`config.mk`:
```
export PLATFORM = sky130hd
export DESIGN_NAME = mips_mc_ctrl
export DESIGN_NICKNAME = d
export VERILOG_FILES = /design/src/rtl/mips_ctrl_pkg.sv /design/src/rtl/mips_mc_decode.sv /design/src/rtl/mips_mc_ctrl.sv
export SDC_FILE = /design/constraint.sdc
export NUM_CORES = 1
export LEC_CHECK = 0
export ABC_AREA = 1
export CORE_MARGIN = 10
export CORE_UTILIZATION = 42
export DETAILED_ROUTE_END_ITERATION = 8
export GPL_TIMING_DRIVEN = 0
export HOLD_SLACK_MARGIN = 0.05
export PLACE_DENSITY_LB_ADDON = 0.25
export SLEW_MARGIN = 20
export SYNTH_ARGS = -nofsm -noshare
export SYNTH_HDL_FRONTEND = slang
export SYNTH_SLANG_ARGS = --single-unit
```
`constraint.sdc`:
```
create_clock -name clk -period 1.7 [get_ports clk]
set_clock_uncertainty 0.05 [all_clocks]
set_input_delay 0.34 -clock clk [delete_from_list [all_inputs] [get_ports clk]]
set_output_delay 0.34 -clock clk [all_outputs]
set_load 0.02 [all_outputs]
```
`src/rtl/mips_ctrl_pkg.sv`:
```
// Shared encodings for the multi-cycle MIPS sequencer: states, opcodes,
// ALU operation codes and datapath mux selects.
package mips_ctrl_pkg;

  typedef enum logic [2:0] {
    S_START  = 3'd0,
    S_FETCH  = 3'd1,
    S_DECODE = 3'd2,
    S_EXEC   = 3'd3,
    S_MEM    = 3'd4,
    S_WB     = 3'd5,
    S_ERR    = 3'd7
  } state_t;

  localparam logic [5:0] OP_RTYPE = 6'h00;
  localparam logic [5:0] OP_J     = 6'h02;
  localparam logic [5:0] OP_JAL   = 6'h03;
  localparam logic [5:0] OP_BEQ   = 6'h04;
  localparam logic [5:0] OP_BNE   = 6'h05;
  localparam logic [5:0] OP_ADDI  = 6'h08;
  localparam logic [5:0] OP_SLTI  = 6'h0A;
  localparam logic [5:0] OP_ANDI  = 6'h0C;
  localparam logic [5:0] OP_ORI   = 6'h0D;
  localparam logic [5:0] OP_LW    = 6'h23;
  localparam logic [5:0] OP_SW    = 6'h2B;
  localparam logic [5:0] FUNC_JR  = 6'h08;

  localparam logic [3:0] ALU_ADD   = 4'd0;
  localparam logic [3:0] ALU_SUB   = 4'd1;
  localparam logic [3:0] ALU_RTYPE = 4'd2;
  localparam logic [3:0] ALU_AND   = 4'd3;
  localparam logic [3:0] ALU_OR    = 4'd4;
  localparam logic [3:0] ALU_SLT   = 4'd5;

  localparam logic [1:0] PC_SRC_SEQ    = 2'd0;
  localparam logic [1:0] PC_SRC_BRANCH = 2'd1;
  localparam logic [1:0] PC_SRC_JUMP   = 2'd2;
  localparam logic [1:0] PC_SRC_REG    = 2'd3;

  localparam logic [1:0] REG_DST_RT = 2'd0;
  localparam logic [1:0] REG_DST_RD = 2'd1;
  localparam logic [1:0] REG_DST_RA = 2'd2;

  localparam logic [1:0] WB_SRC_ALU = 2'd0;
  localparam logic [1:0] WB_SRC_MEM = 2'd1;
  localparam logic [1:0] WB_SRC_PC  = 2'd2;

  localparam logic [1:0] ALU_B_REG = 2'd0;
  localparam logic [1:0] ALU_B_IMM = 2'd1;

  // States that own the memory port and restart the watchdog on entry.
  function automatic logic is_mem_state(input state_t s);
    return (s == S_FETCH) || (s == S_MEM);
  endfunction

endpackage

```
`src/rtl/mips_mc_decode.sv`:
```
// Combinational instruction classifier: opcode/func to instruction class
// flags plus the ALU operation used by immediate arithmetic.
module mips_mc_decode
  import mips_ctrl_pkg::*;
(
  input  logic [5:0] opcode,
  input  logic [5:0] func,
  output logic       rtype,
  output logic       jr,
  output logic       load,
  output logic       store,
  output logic       branch_eq,
  output logic       branch_ne,
  output logic       alu_imm,
  output logic       jump,
  output logic       link,
  output logic       illegal,
  output logic [3:0] imm_alu_op
);

  always_comb begin
    rtype      = 1'b0;
    jr         = 1'b0;
    load       = 1'b0;
    store      = 1'b0;
    branch_eq  = 1'b0;
    branch_ne  = 1'b0;
    alu_imm    = 1'b0;
    jump       = 1'b0;
    link       = 1'b0;
    illegal    = 1'b0;
    imm_alu_op = ALU_ADD;
    case (opcode)
      OP_RTYPE: begin
        if (func == FUNC_JR) jr = 1'b1;
        else                 rtype = 1'b1;
      end
      OP_J:    jump = 1'b1;
      OP_JAL: begin
        jump = 1'b1;
        link = 1'b1;
      end
      OP_BEQ:  branch_eq = 1'b1;
      OP_BNE:  branch_ne = 1'b1;
      OP_ADDI: alu_imm = 1'b1;
      OP_SLTI: begin
        alu_imm    = 1'b1;
        imm_alu_op = ALU_SLT;
      end
      OP_ANDI: begin
        alu_imm    = 1'b1;
        imm_alu_op = ALU_AND;
      end
      OP_ORI: begin
        alu_imm    = 1'b1;
        imm_alu_op = ALU_OR;
      end
      OP_LW:   load = 1'b1;
      OP_SW:   store = 1'b1;
      default: illegal = 1'b1;
    endcase
  end

endmodule

```
`src/rtl/mips_mc_ctrl.sv`:
```
// Multi-cycle MIPS control sequencer with memory watchdog and illegal-opcode trap.
// Define MIPS_MC_PERF_EN to add the instr_retired / stall_cycles counters.
module mips_mc_ctrl
  import mips_ctrl_pkg::*;
#(
  parameter int WAIT_MAX = 15
) (
  input  logic        clk,
  input  logic        rst_n,
  input  logic [5:0]  opcode,
  input  logic [5:0]  func,
  input  logic        zero,
  input  logic        mem_ready,
  output logic        mem_req,
  output logic        mem_we,
  output logic        mem_sel_data,
  output logic        ir_we,
  output logic        pc_we,
  output logic [1:0]  pc_src,
  output logic        reg_we,
  output logic [1:0]  reg_dst,
  output logic [1:0]  wb_src,
  output logic [1:0]  alu_src_b,
  output logic [3:0]  alu_op,
  output logic [2:0]  state,
  output logic        err
`ifdef MIPS_MC_PERF_EN
  ,
  output logic [31:0] instr_retired,
  output logic [31:0] stall_cycles
`endif
);

  localparam int WCW = (WAIT_MAX < 2) ? 1 : $clog2(WAIT_MAX + 1);
  localparam logic [WCW-1:0] WAIT_LAST = WCW'((WAIT_MAX > 0) ? WAIT_MAX - 1 : 0);

  state_t         state_reg, state_next;
  logic [WCW-1:0] wait_cnt_reg;
  logic           stall, wd_trip;

  logic rtype, jr, load, store, branch_eq, branch_ne, alu_imm, jump, link, illegal;
  logic [3:0] imm_alu_op;

  mips_mc_decode u_decode (
    .opcode     (opcode),
    .func       (func),
    .rtype      (rtype),
    .jr         (jr),
    .load       (load),
    .store      (store),
    .branch_eq  (branch_eq),
    .branch_ne  (branch_ne),
    .alu_imm    (alu_imm),
    .jump       (jump),
    .link       (link),
    .illegal    (illegal),
    .imm_alu_op (imm_alu_op)
  );

  assign stall = mem_req & ~mem_ready;
  // A ready on the limit cycle completes the access instead of trapping.
  assign wd_trip = (WAIT_MAX > 0) && stall && (wait_cnt_reg == WAIT_LAST);
  assign state = state_reg;

  always_ff @(posedge clk or negedge rst_n) begin
    if (!rst_n) state_reg <= S_START;
    else        state_reg <= state_next;
  end

  always_comb begin
    state_next = state_reg;
    case (state_reg)
      S_START:  state_next = S_FETCH;
      S_FETCH: begin
        if (mem_ready)    state_next = S_DECODE;
        else if (wd_trip) state_next = S_ERR;
      end
      S_DECODE: begin
        if (illegal)          state_next = S_ERR;
        else if (jump || jr)  state_next = S_FETCH;
        else                  state_next = S_EXEC;
      end
      S_EXEC: begin
        if (rtype || alu_imm)     state_next = S_WB;
        else if (load || store)   state_next = S_MEM;
        else                      state_next = S_FETCH;
      end
      S_MEM: begin
        if (mem_ready)    state_next = store ? S_FETCH : S_WB;
        else if (wd_trip) state_next = S_ERR;
      end
      S_WB:     state_next = S_FETCH;
      S_ERR:    state_next = S_ERR;
      default:  state_next = S_START;
    endcase
  end

  always_comb begin
    mem_req      = 1'b0;
    mem_we       = 1'b0;
    mem_sel_data = 1'b0;
    ir_we        = 1'b0;
    pc_we        = 1'b0;
    pc_src       = PC_SRC_SEQ;
    reg_we       = 1'b0;
    reg_dst      = REG_DST_RT;
    wb_src       = WB_SRC_ALU;
    alu_src_b    = ALU_B_REG;
    alu_op       = ALU_ADD;
    err          = 1'b0;
    case (state_reg)
      S_FETCH: begin
        mem_req = 1'b1;
        if (mem_ready) begin
          ir_we = 1'b1;
          pc_we = 1'b1;
        end
      end
      S_DECODE: begin
        if (jump || jr) begin
          pc_we  = 1'b1;
          pc_src = jr ? PC_SRC_REG : PC_SRC_JUMP;
        end
        if (link) begin
          reg_we  = 1'b1;
          reg_dst = REG_DST_RA;
          wb_src  = WB_SRC_PC;
        end
      end
      S_EXEC: begin
        if (rtype) begin
          alu_op = ALU_RTYPE;
        end else if (load || store) begin
          alu_src_b = ALU_B_IMM;
          alu_op    = ALU_ADD;
        end else if (alu_imm) begin
          alu_src_b = ALU_B_IMM;
          alu_op    = imm_alu_op;
        end else if (branch_eq || branch_ne) begin
          alu_op = ALU_SUB;
          pc_src = PC_SRC_BRANCH;
          pc_we  = (branch_eq & zero) | (branch_ne & ~zero);
        end
      end
      S_MEM: begin
        mem_req      = 1'b1;
        mem_sel_data = 1'b1;
        mem_we       = store;
      end
      S_WB: begin
        reg_we  = 1'b1;
        reg_dst = rtype ? REG_DST_RD : REG_DST_RT;
        wb_src  = load ? WB_SRC_MEM : WB_SRC_ALU;
      end
      S_ERR:   err = 1'b1;
      default: ;
    endcase
  end

  always_ff @(posedge clk or negedge rst_n) begin
    if (!rst_n) begin
      wait_cnt_reg <= '0;
    end else if ((state_next != state_reg) && is_mem_state(state_next)) begin
      wait_cnt_reg <= '0;
    end else if (stall && (WAIT_MAX > 0)) begin
      wait_cnt_reg <= wait_cnt_reg + WCW'(1);
    end
  end

`ifdef MIPS_MC_PERF_EN
  logic [31:0] instr_retired_reg, stall_cycles_reg;
  logic        retire;

  assign retire = (state_next == S_FETCH) &&
                  ((state_reg == S_DECODE) || (state_reg == S_EXEC) ||
                   (state_reg == S_MEM)    || (state_reg == S_WB));

  always_ff @(posedge clk or negedge rst_n) begin
    if (!rst_n) begin
      instr_retired_reg <= '0;
      stall_cycles_reg  <= '0;
    end else begin
      if (retire) instr_retired_reg <= instr_retired_reg + 32'd1;
      if (stall)  stall_cycles_reg  <= stall_cycles_reg + 32'd1;
    end
  end

  assign instr_retired = instr_retired_reg;
  assign stall_cycles  = stall_cycles_reg;
`endif

endmodule

```
## Yosys cells after proc, flatten, opt, wreduce, memory -nomap -nowiden

Cells that the tools add are included.

- $add $sub $neg: 1
- Bitwise logic cells: 6
- Multiplexer cells: 58
- Reduce and logical (&&, ||, !) cells: 15
- Equality and inequality tests: 21

Operator list:

| kind | number |
|---|---|
| $mux 1 | 35 |
| $eq 6x4->1 const B | 5 |
| $mux 4 | 6 |
| $mux 3 | 7 |
| $pmux 3 s6 | 1 |
| $eq 3x3->1 const B | 4 |
| $eq 6x2->1 const B | 2 |
| $eq 6x3->1 const B | 2 |
| $eq 6x6->1 const B | 2 |
| $pmux 2 s2 | 3 |
| $reduce_or 11->1 | 1 |
| $pmux 3 s3 | 1 |
| $eq 3x1->1 const B | 2 |
| $eq 3x2->1 const B | 2 |
| $logic_not 6->1 | 1 |
| $mux 2 | 3 |
| $reduce_or 2->1 | 3 |
| $logic_or 1x1->1 | 5 |
| $add 4x1->4 const B | 1 |
| $eq 4x4->1 const B | 1 |
| $reduce_or 4->1 | 1 |
| $and 1x1->1 | 3 |
| $logic_not 3->1 | 1 |
| $ne 3x3->1 | 1 |
| other kinds (6) | 8 |

- Input bits: 16
- Register bits: 7

## Depth between registers and ports, before layout

Gate-level depths: netlist of run 1.

- Word-level depth: 12
- Mapped depth: 12

## By module

Synthesis of run 1 repeated with hierarchy kept, for this count alone.

- Cells, all modules: 176
- Area total of the unflattened synthesis: 1006.0 um2

Modules (own cells, without submodules):

| module | area an instance (um2) | sequential area each (um2) | cells each | times used |
|---|---|---|---|---|
| mips_mc_ctrl | 760.7 | 175.2 | 125 | 1 |
| mips_mc_decode | 245.2 | 0.0 | 51 | 1 |

## Worst setup path before layout of run 1

Ideal clock, no wire load.

- Path type: register -> output
- Start point: reg state_reg[1], in the netlist state[1]
- End point: out wb_src[1]
- Cell stages (with the launch flop): 6
- Setup slack: -0.183 ns
- Arrival time: 1.493 ns
- Buffers on the path: 1
- Path through: dfrtp_1 > inv_1 > nor3_1 > inv_1 > nor2_1 > buf_4

- Cells in the longest elaborated chain, start to end: 2

RTL lines:

| item | line | source |
|---|---|---|
| from (decl) | mips_mc_ctrl.sv:37 | `state_t state_reg, state_next;` |
| from (signal assigned) | mips_mc_ctrl.sv:67 | `else state_reg <= state_next;` |
| $eq 3x3->1 or $eq 3x2->1 (tied branches) | mips_mc_ctrl.sv:111 | `case (state_reg)` |
| $pmux 2 s2 * | mips_mc_ctrl.sv:111 |  |
| to (decl) | mips_mc_ctrl.sv:22 | `output logic [1:0] wb_src,` |

Mark *: on every way between the ends. The rest lies on a longest branch, timed or not.

## Worst setup path after layout of run 1

- Start point: reg state_reg[1], in the netlist state[1]
- End point: out pc_we

- Cells in the longest elaborated chain, start to end: 2

RTL lines:

| item | line | source |
|---|---|---|
| $eq 3x2->1 or $eq 3x1->1 (tied branches) | mips_mc_ctrl.sv:111 |  |
| $pmux 1 s3 * | mips_mc_ctrl.sv:111 |  |
| to (decl) | mips_mc_ctrl.sv:18 | `output logic pc_we,` |

Marks and branches as above.

==> out/results.txt, run 1 <==
worst min-delay path class - in2async
crit path max fanout - 5
register area - 177.7 sq um
TritonCTS clock tree - done
Pre-Repair DR Iteration Count - 5
clock buffer depth - 2
routed length per instance - 17.84 um
setup TNS - -2.830 ns
RR Endpoint - wait_cnt_reg[3]$_DFFE_PN0P_
synth unique cells - 21
vias per cell - 5.603
Die ar. - 4402 sq um
post-route worst setup slack - -0.2499 ns
vias in the first global route - 1,258
grt total ovfl - 0
global-route wire length before repair - 5.637 mm
failing checks - setup timing
Power Dens Cells - 1163 nW/um^2
leakage power - 0.9720 nW
Post-Syn Area - 902.1 sq um
Die Wd - 66.35 um
largest net degree at the start of global routing - 8
Slew Viols, Final - 0
Req. time, crit path - 1.31 ns
FP Rows - 16
min Tclk post-route - 1.950 ns
initial antenna violation count - 0
post-synthesis mux area share - 1.110%
CP Launch Type - register
syn_area_per_cell - 5.674 sq um
CP peak stage delay - 0.42 ns
ANT nets after route - 0
simple-gate share of the synthesized area - 50.21%
Hold Fails Final Rpt - 0
routed via count - 1,440
depth of the CTS H-tree - 1
io pins - 38
R2R setup slack - -0.19 ns
Multi-input gate area - 784.5 sq um
Ys Warns - 0
outcome - complete, but fails checks
Compound-Gate Fraction of Synth Area - 6.103%
die height - 66.35 um
Fill cells - 91
RR Startpoint - state[0]$_DFF_PN0_
layout cell share with drive strength beyond 1 - 52.17%
max frequency - 0.5129 GHz
Port-buffer cells - 35
routability cong. - 0.8871
total power - 2.041 mW
critical path cell sequence - inv_2 -> nor3_4 -> buf_6 -> nand2_2 -> inv_2 -> a21oi_2 -> o21ai_2 -> buf_6
Hold Slack - 0.3018 ns
RSZ-0062 raised after global routing - true
TritonCTS Buffers - 3
CTS Hold Buffers Added - 0
maxcap violations - 0
Inst Count DP - 222
Tot GR Track Use - 15.88%
commonest non-fill, non-tap cell in the layout - buf_4
final core occ - 87.69%
commonest cells after routing, fill and taps aside - buf_4, nand2_1, inv_1
Clk Latency, worst-skew pair - 0.26 ns
clk root buf - clkbuf_4
# nets final - 249
initial DRC count - 193
placed cell area - 1308 sq um
VDD IR-drop max - 0.9068 mV
# DRC - 0
Area Growth Syn to Fin - 94.59%
post-DP HPWL - 2.329 mm
initial core utilization - 45.06%
Core Area - 2002 sq um
Yosys reg bits - 7
Setup CP Type - reg2out
Cell Count, Final, Fillers Out - 257
largest family of logic cells by synthesized area - simple AND/OR/NAND/NOR gates
Crit path max-delay family - buffers and inverters
part of the cycle the worst path needs - 114.7%
post-synthesis sequential area ratio - 19.42%
WP data arrival - 1.56 ns
max reg flops - 4
Worst path slowest cell - dfrtp_1
fraction of the mapped netlist area in adder cells - 2.774%
Buffers & Inverters on Critical Path - 4
# setup viols final - 20
Clock transition at path regs - 0.05 ns
post-synthesis xor/xnor area fraction - 2.913%
CP Capture Type - primary output
post-synthesis cell count - 159
Worst Reg-to-Reg Cells - 13
dpl ws - -1.081 ns
clk sinks - 7
diode count - 0
Routed WL - 4.585 mm
Post-Layout Inst Area - 1755 sq um
[kinds of logic after synthesis]
group | count (synthesis)
AO/OA/AOI/OAI | 11
XOR/XNOR | 3
adder cells (fa/ha/maj) | 2
buffers and inverters | 36
flip-flops | 7
multiplexers | 1
other | 1
AND/OR/NAND/NOR | 98
[per-layer routing]
layer / GRT usage [%] / share of wire, % / wire, um
met1: 16.52 / 37 / 1699
met2: 27.87 / 47 / 2154
met3: 5.763 / 11 / 495
met4: 6.806 / 5.1 / 235
met5: 0 / 0 / 0
[timing repair]
item                       CTS  global route
cloned                       1             0
pin swaps                   24            11
gates resized for setup    161            36
setup buffers               26             6
setup endpoints to repair   25            20
[power by group]
group          internal, mW  total [mW]  switching, mW
logic                 0.649        1.58          0.933
clock network        0.0898       0.155         0.0652
registers             0.226       0.304         0.0780
[final cells by class]
cell class	instances	share of cell area, %
Sequential cell	7	10.12
Timing Repair Buffer	66	32.72
Multi-Input combinational cell	117	44.69
Clock buffer	4	1.497
Buffer	4	1.924
Tap cell	27	1.924
Inverter	32	7.128
[cells in the mapped netlist, drive strengths merged]
cell type  number  area [sq um]
o21ai           4         20.02
mux2i           1         10.01
ha              2         25.02
xor2            3         26.28
conb            1         3.750
nand4           4         25.02
nand3b          1         7.510
dfrtp           7         175.2
nand2          39         148.9
buf             4         33.78
nor3            3         20.02
a21oi           7         35.03
nor2           29         126.4
nand3          22         125.1
inv            32         120.1
[how the worst max path moves through the flow]
stage	from	to	slack, ns	depth (start not counted)
2_1_floorplan	state[1]$_DFF_PN0_	wb_src[1]	-0.08	5
3_3_place_gp	opcode[2]	pc_we	-1.07	11
3_5_place_dp	opcode[2]	pc_we	-1.08	11
4_1_cts	state[2]$_DFF_PN0_	pc_we	-0.19	8
5_1_grt	state[1]$_DFF_PN0_	pc_we	-0.27	8
6_report	state[1]$_DFF_PN0_	pc_we	-0.25	8
Note: power is estimated with default switching activity, not from simulation.
==> run 2, diff against run 1 <==
MAX_ROUTING_LAYER = met4   (was not set)
==> out/results.txt, run 2 (same netlist as run 1, synthesis figures left out) <==
clk root buf - clkbuf_4
io pins - 38
leakage power - 0.9720 nW
CTS Hold Buffers Added - 0
vias in the first global route - 1,259
vias per cell - 5.661
Clk Latency, worst-skew pair - 0.27 ns
CP peak stage delay - 0.44 ns
Hold Fails Final Rpt - 0
Hold Slack - 0.2982 ns
initial DRC count - 205
failing checks - setup timing
max frequency - 0.5133 GHz
TritonCTS clock tree - done
most used cell, CP - buf_6
Core Area - 2002 sq um
Setup CP Type - reg2out
# DRC - 0
routed length per instance - 17.96 um
layout cell share with drive strength beyond 1 - 52.17%
RR Startpoint - state[0]$_DFF_PN0_
min Tclk post-route - 1.948 ns
clock buffer depth - 2
Worst path slowest cell - dfrtp_2
initial antenna violation count - 0
worst min-delay path class - in2async
largest net degree at the start of global routing - 8
commonest cells after routing, fill and taps aside - buf_4, nand2_1, inv_1
WP data arrival - 1.56 ns
CP Capture Type - primary output
Area Growth Syn to Fin - 94.59%
diode count - 0
Slew Viols, Final - 0
Clock transition at path regs - 0.05 ns
outcome - complete, but fails checks
VDD IR-drop max - 0.9169 mV
final core occ - 87.69%
# nets final - 249
post-route worst setup slack - -0.2482 ns
TritonCTS Buffers - 3
# setup viols final - 20
routed via count - 1,455
Post-Layout Inst Area - 1755 sq um
Inst Count DP - 222
global-route wire length before repair - 5.630 mm
grt total ovfl - 0
depth of the CTS H-tree - 1
Cell Count, Final, Fillers Out - 257
ANT nets after route - 0
crit path max fanout - 4
commonest non-fill, non-tap cell in the layout - buf_4
Power Dens Cells - 1167 nW/um^2
Die ar. - 4402 sq um
initial core utilization - 45.06%
Pre-Repair DR Iteration Count - 5
maxcap violations - 0
max reg flops - 4
die height - 66.35 um
Req. time, crit path - 1.31 ns
Critical path origin - state[0]$_DFF_PN0_
FP Rows - 16
RSZ-0062 raised after global routing - true
critical path cell sequence - buf_6 -> nor3_4 -> buf_6 -> nand2_2 -> inv_2 -> a21oi_2 -> o21ai_2 -> buf_6
Port-buffer cells - 35
routability cong. - 0.9018
Die Wd - 66.35 um
placed cell area - 1308 sq um
CP Launch Type - register
post-DP HPWL - 2.329 mm
Routed WL - 4.617 mm
Tot GR Track Use - 16.32%
clk sinks - 7
part of the cycle the worst path needs - 114.6%
run 2: cell counts in the layout (fill, tap and decap cells not counted):
Identical to the previous run, type by type.
run 2: where the power goes:
| group | total, mW | internal, mW | switching [mW] |
|---|---|---|---|
| sequential | 0.306 | 0.226 | 0.0798 |
| clock | 0.158 | 0.0900 | 0.0682 |
| combinational | 1.58 | 0.649 | 0.936 |
| total | 2.05 | 0.965 | 1.08 |
run 2: what timing repair did:
action / 4_1_cts / 5_1_grt
gates resized for setup: 161 / 36
setup buffers: 26 / 6
gates cloned: 1 / 0
pin swaps: 24 / 11
setup endpoints to repair: 25 / 20
run 2: routing by layer:
layer  wire length [um]  GRT usage, %
met1               1763         16.62
met2               2193         27.87
met3                477         5.593
met4                182         6.806
met5                  0             -
run 2: final cells by class:
cell class,count,area [sq um]
timing repair buffer,66,574.3
fill,91,246.5
inverter,32,125.1
tap,27,33.78
buffer,4,33.78
multi-input combinational,117,784.5
sequential,7,177.7
clock buffer,4,26.28
run 2: stage by stage:
step / total power, mW / TNS [ns] / setup slack (ns)
detailed placement: 1.258 / -14.36 / -1.081
global placement: 1.227 / -13.72 / -1.070
finish: 2.049 / -2.890 / -0.2482
global route: 2.150 / -3.745 / -0.2699
CTS: 1.742 / -1.565 / -0.1923
floorplan: 0.9162 / -0.07724 / -0.07724
run 2: worst paths after layout:
path / end / slack [ns] / cells past startpoint
min in group clk: state[0]$_DFF_PN0_ / 0.49 / 5
max reg2reg: wait_cnt_reg[3]$_DFFE_PN0P_ / -0.19 / 13
max in group asynchronous: state[0]$_DFF_PN0_ / 1.02 / 1
min: wait_cnt_reg[3]$_DFFE_PN0P_ / 0.30 / 1
max: pc_we / -0.25 / 8
min reg2reg: wait_cnt_reg[3]$_DFFE_PN0P_ / 0.59 / 4
run 2: critical path, delay by kind of cell (launching register included):
kind | cells | cell delay [ns]
flip-flops | 1 | 0.44
AND/OR/NAND/NOR | 2 | 0.25
buffers and inverters | 4 | 0.48
AO/OA/AOI/OAI | 2 | 0.12
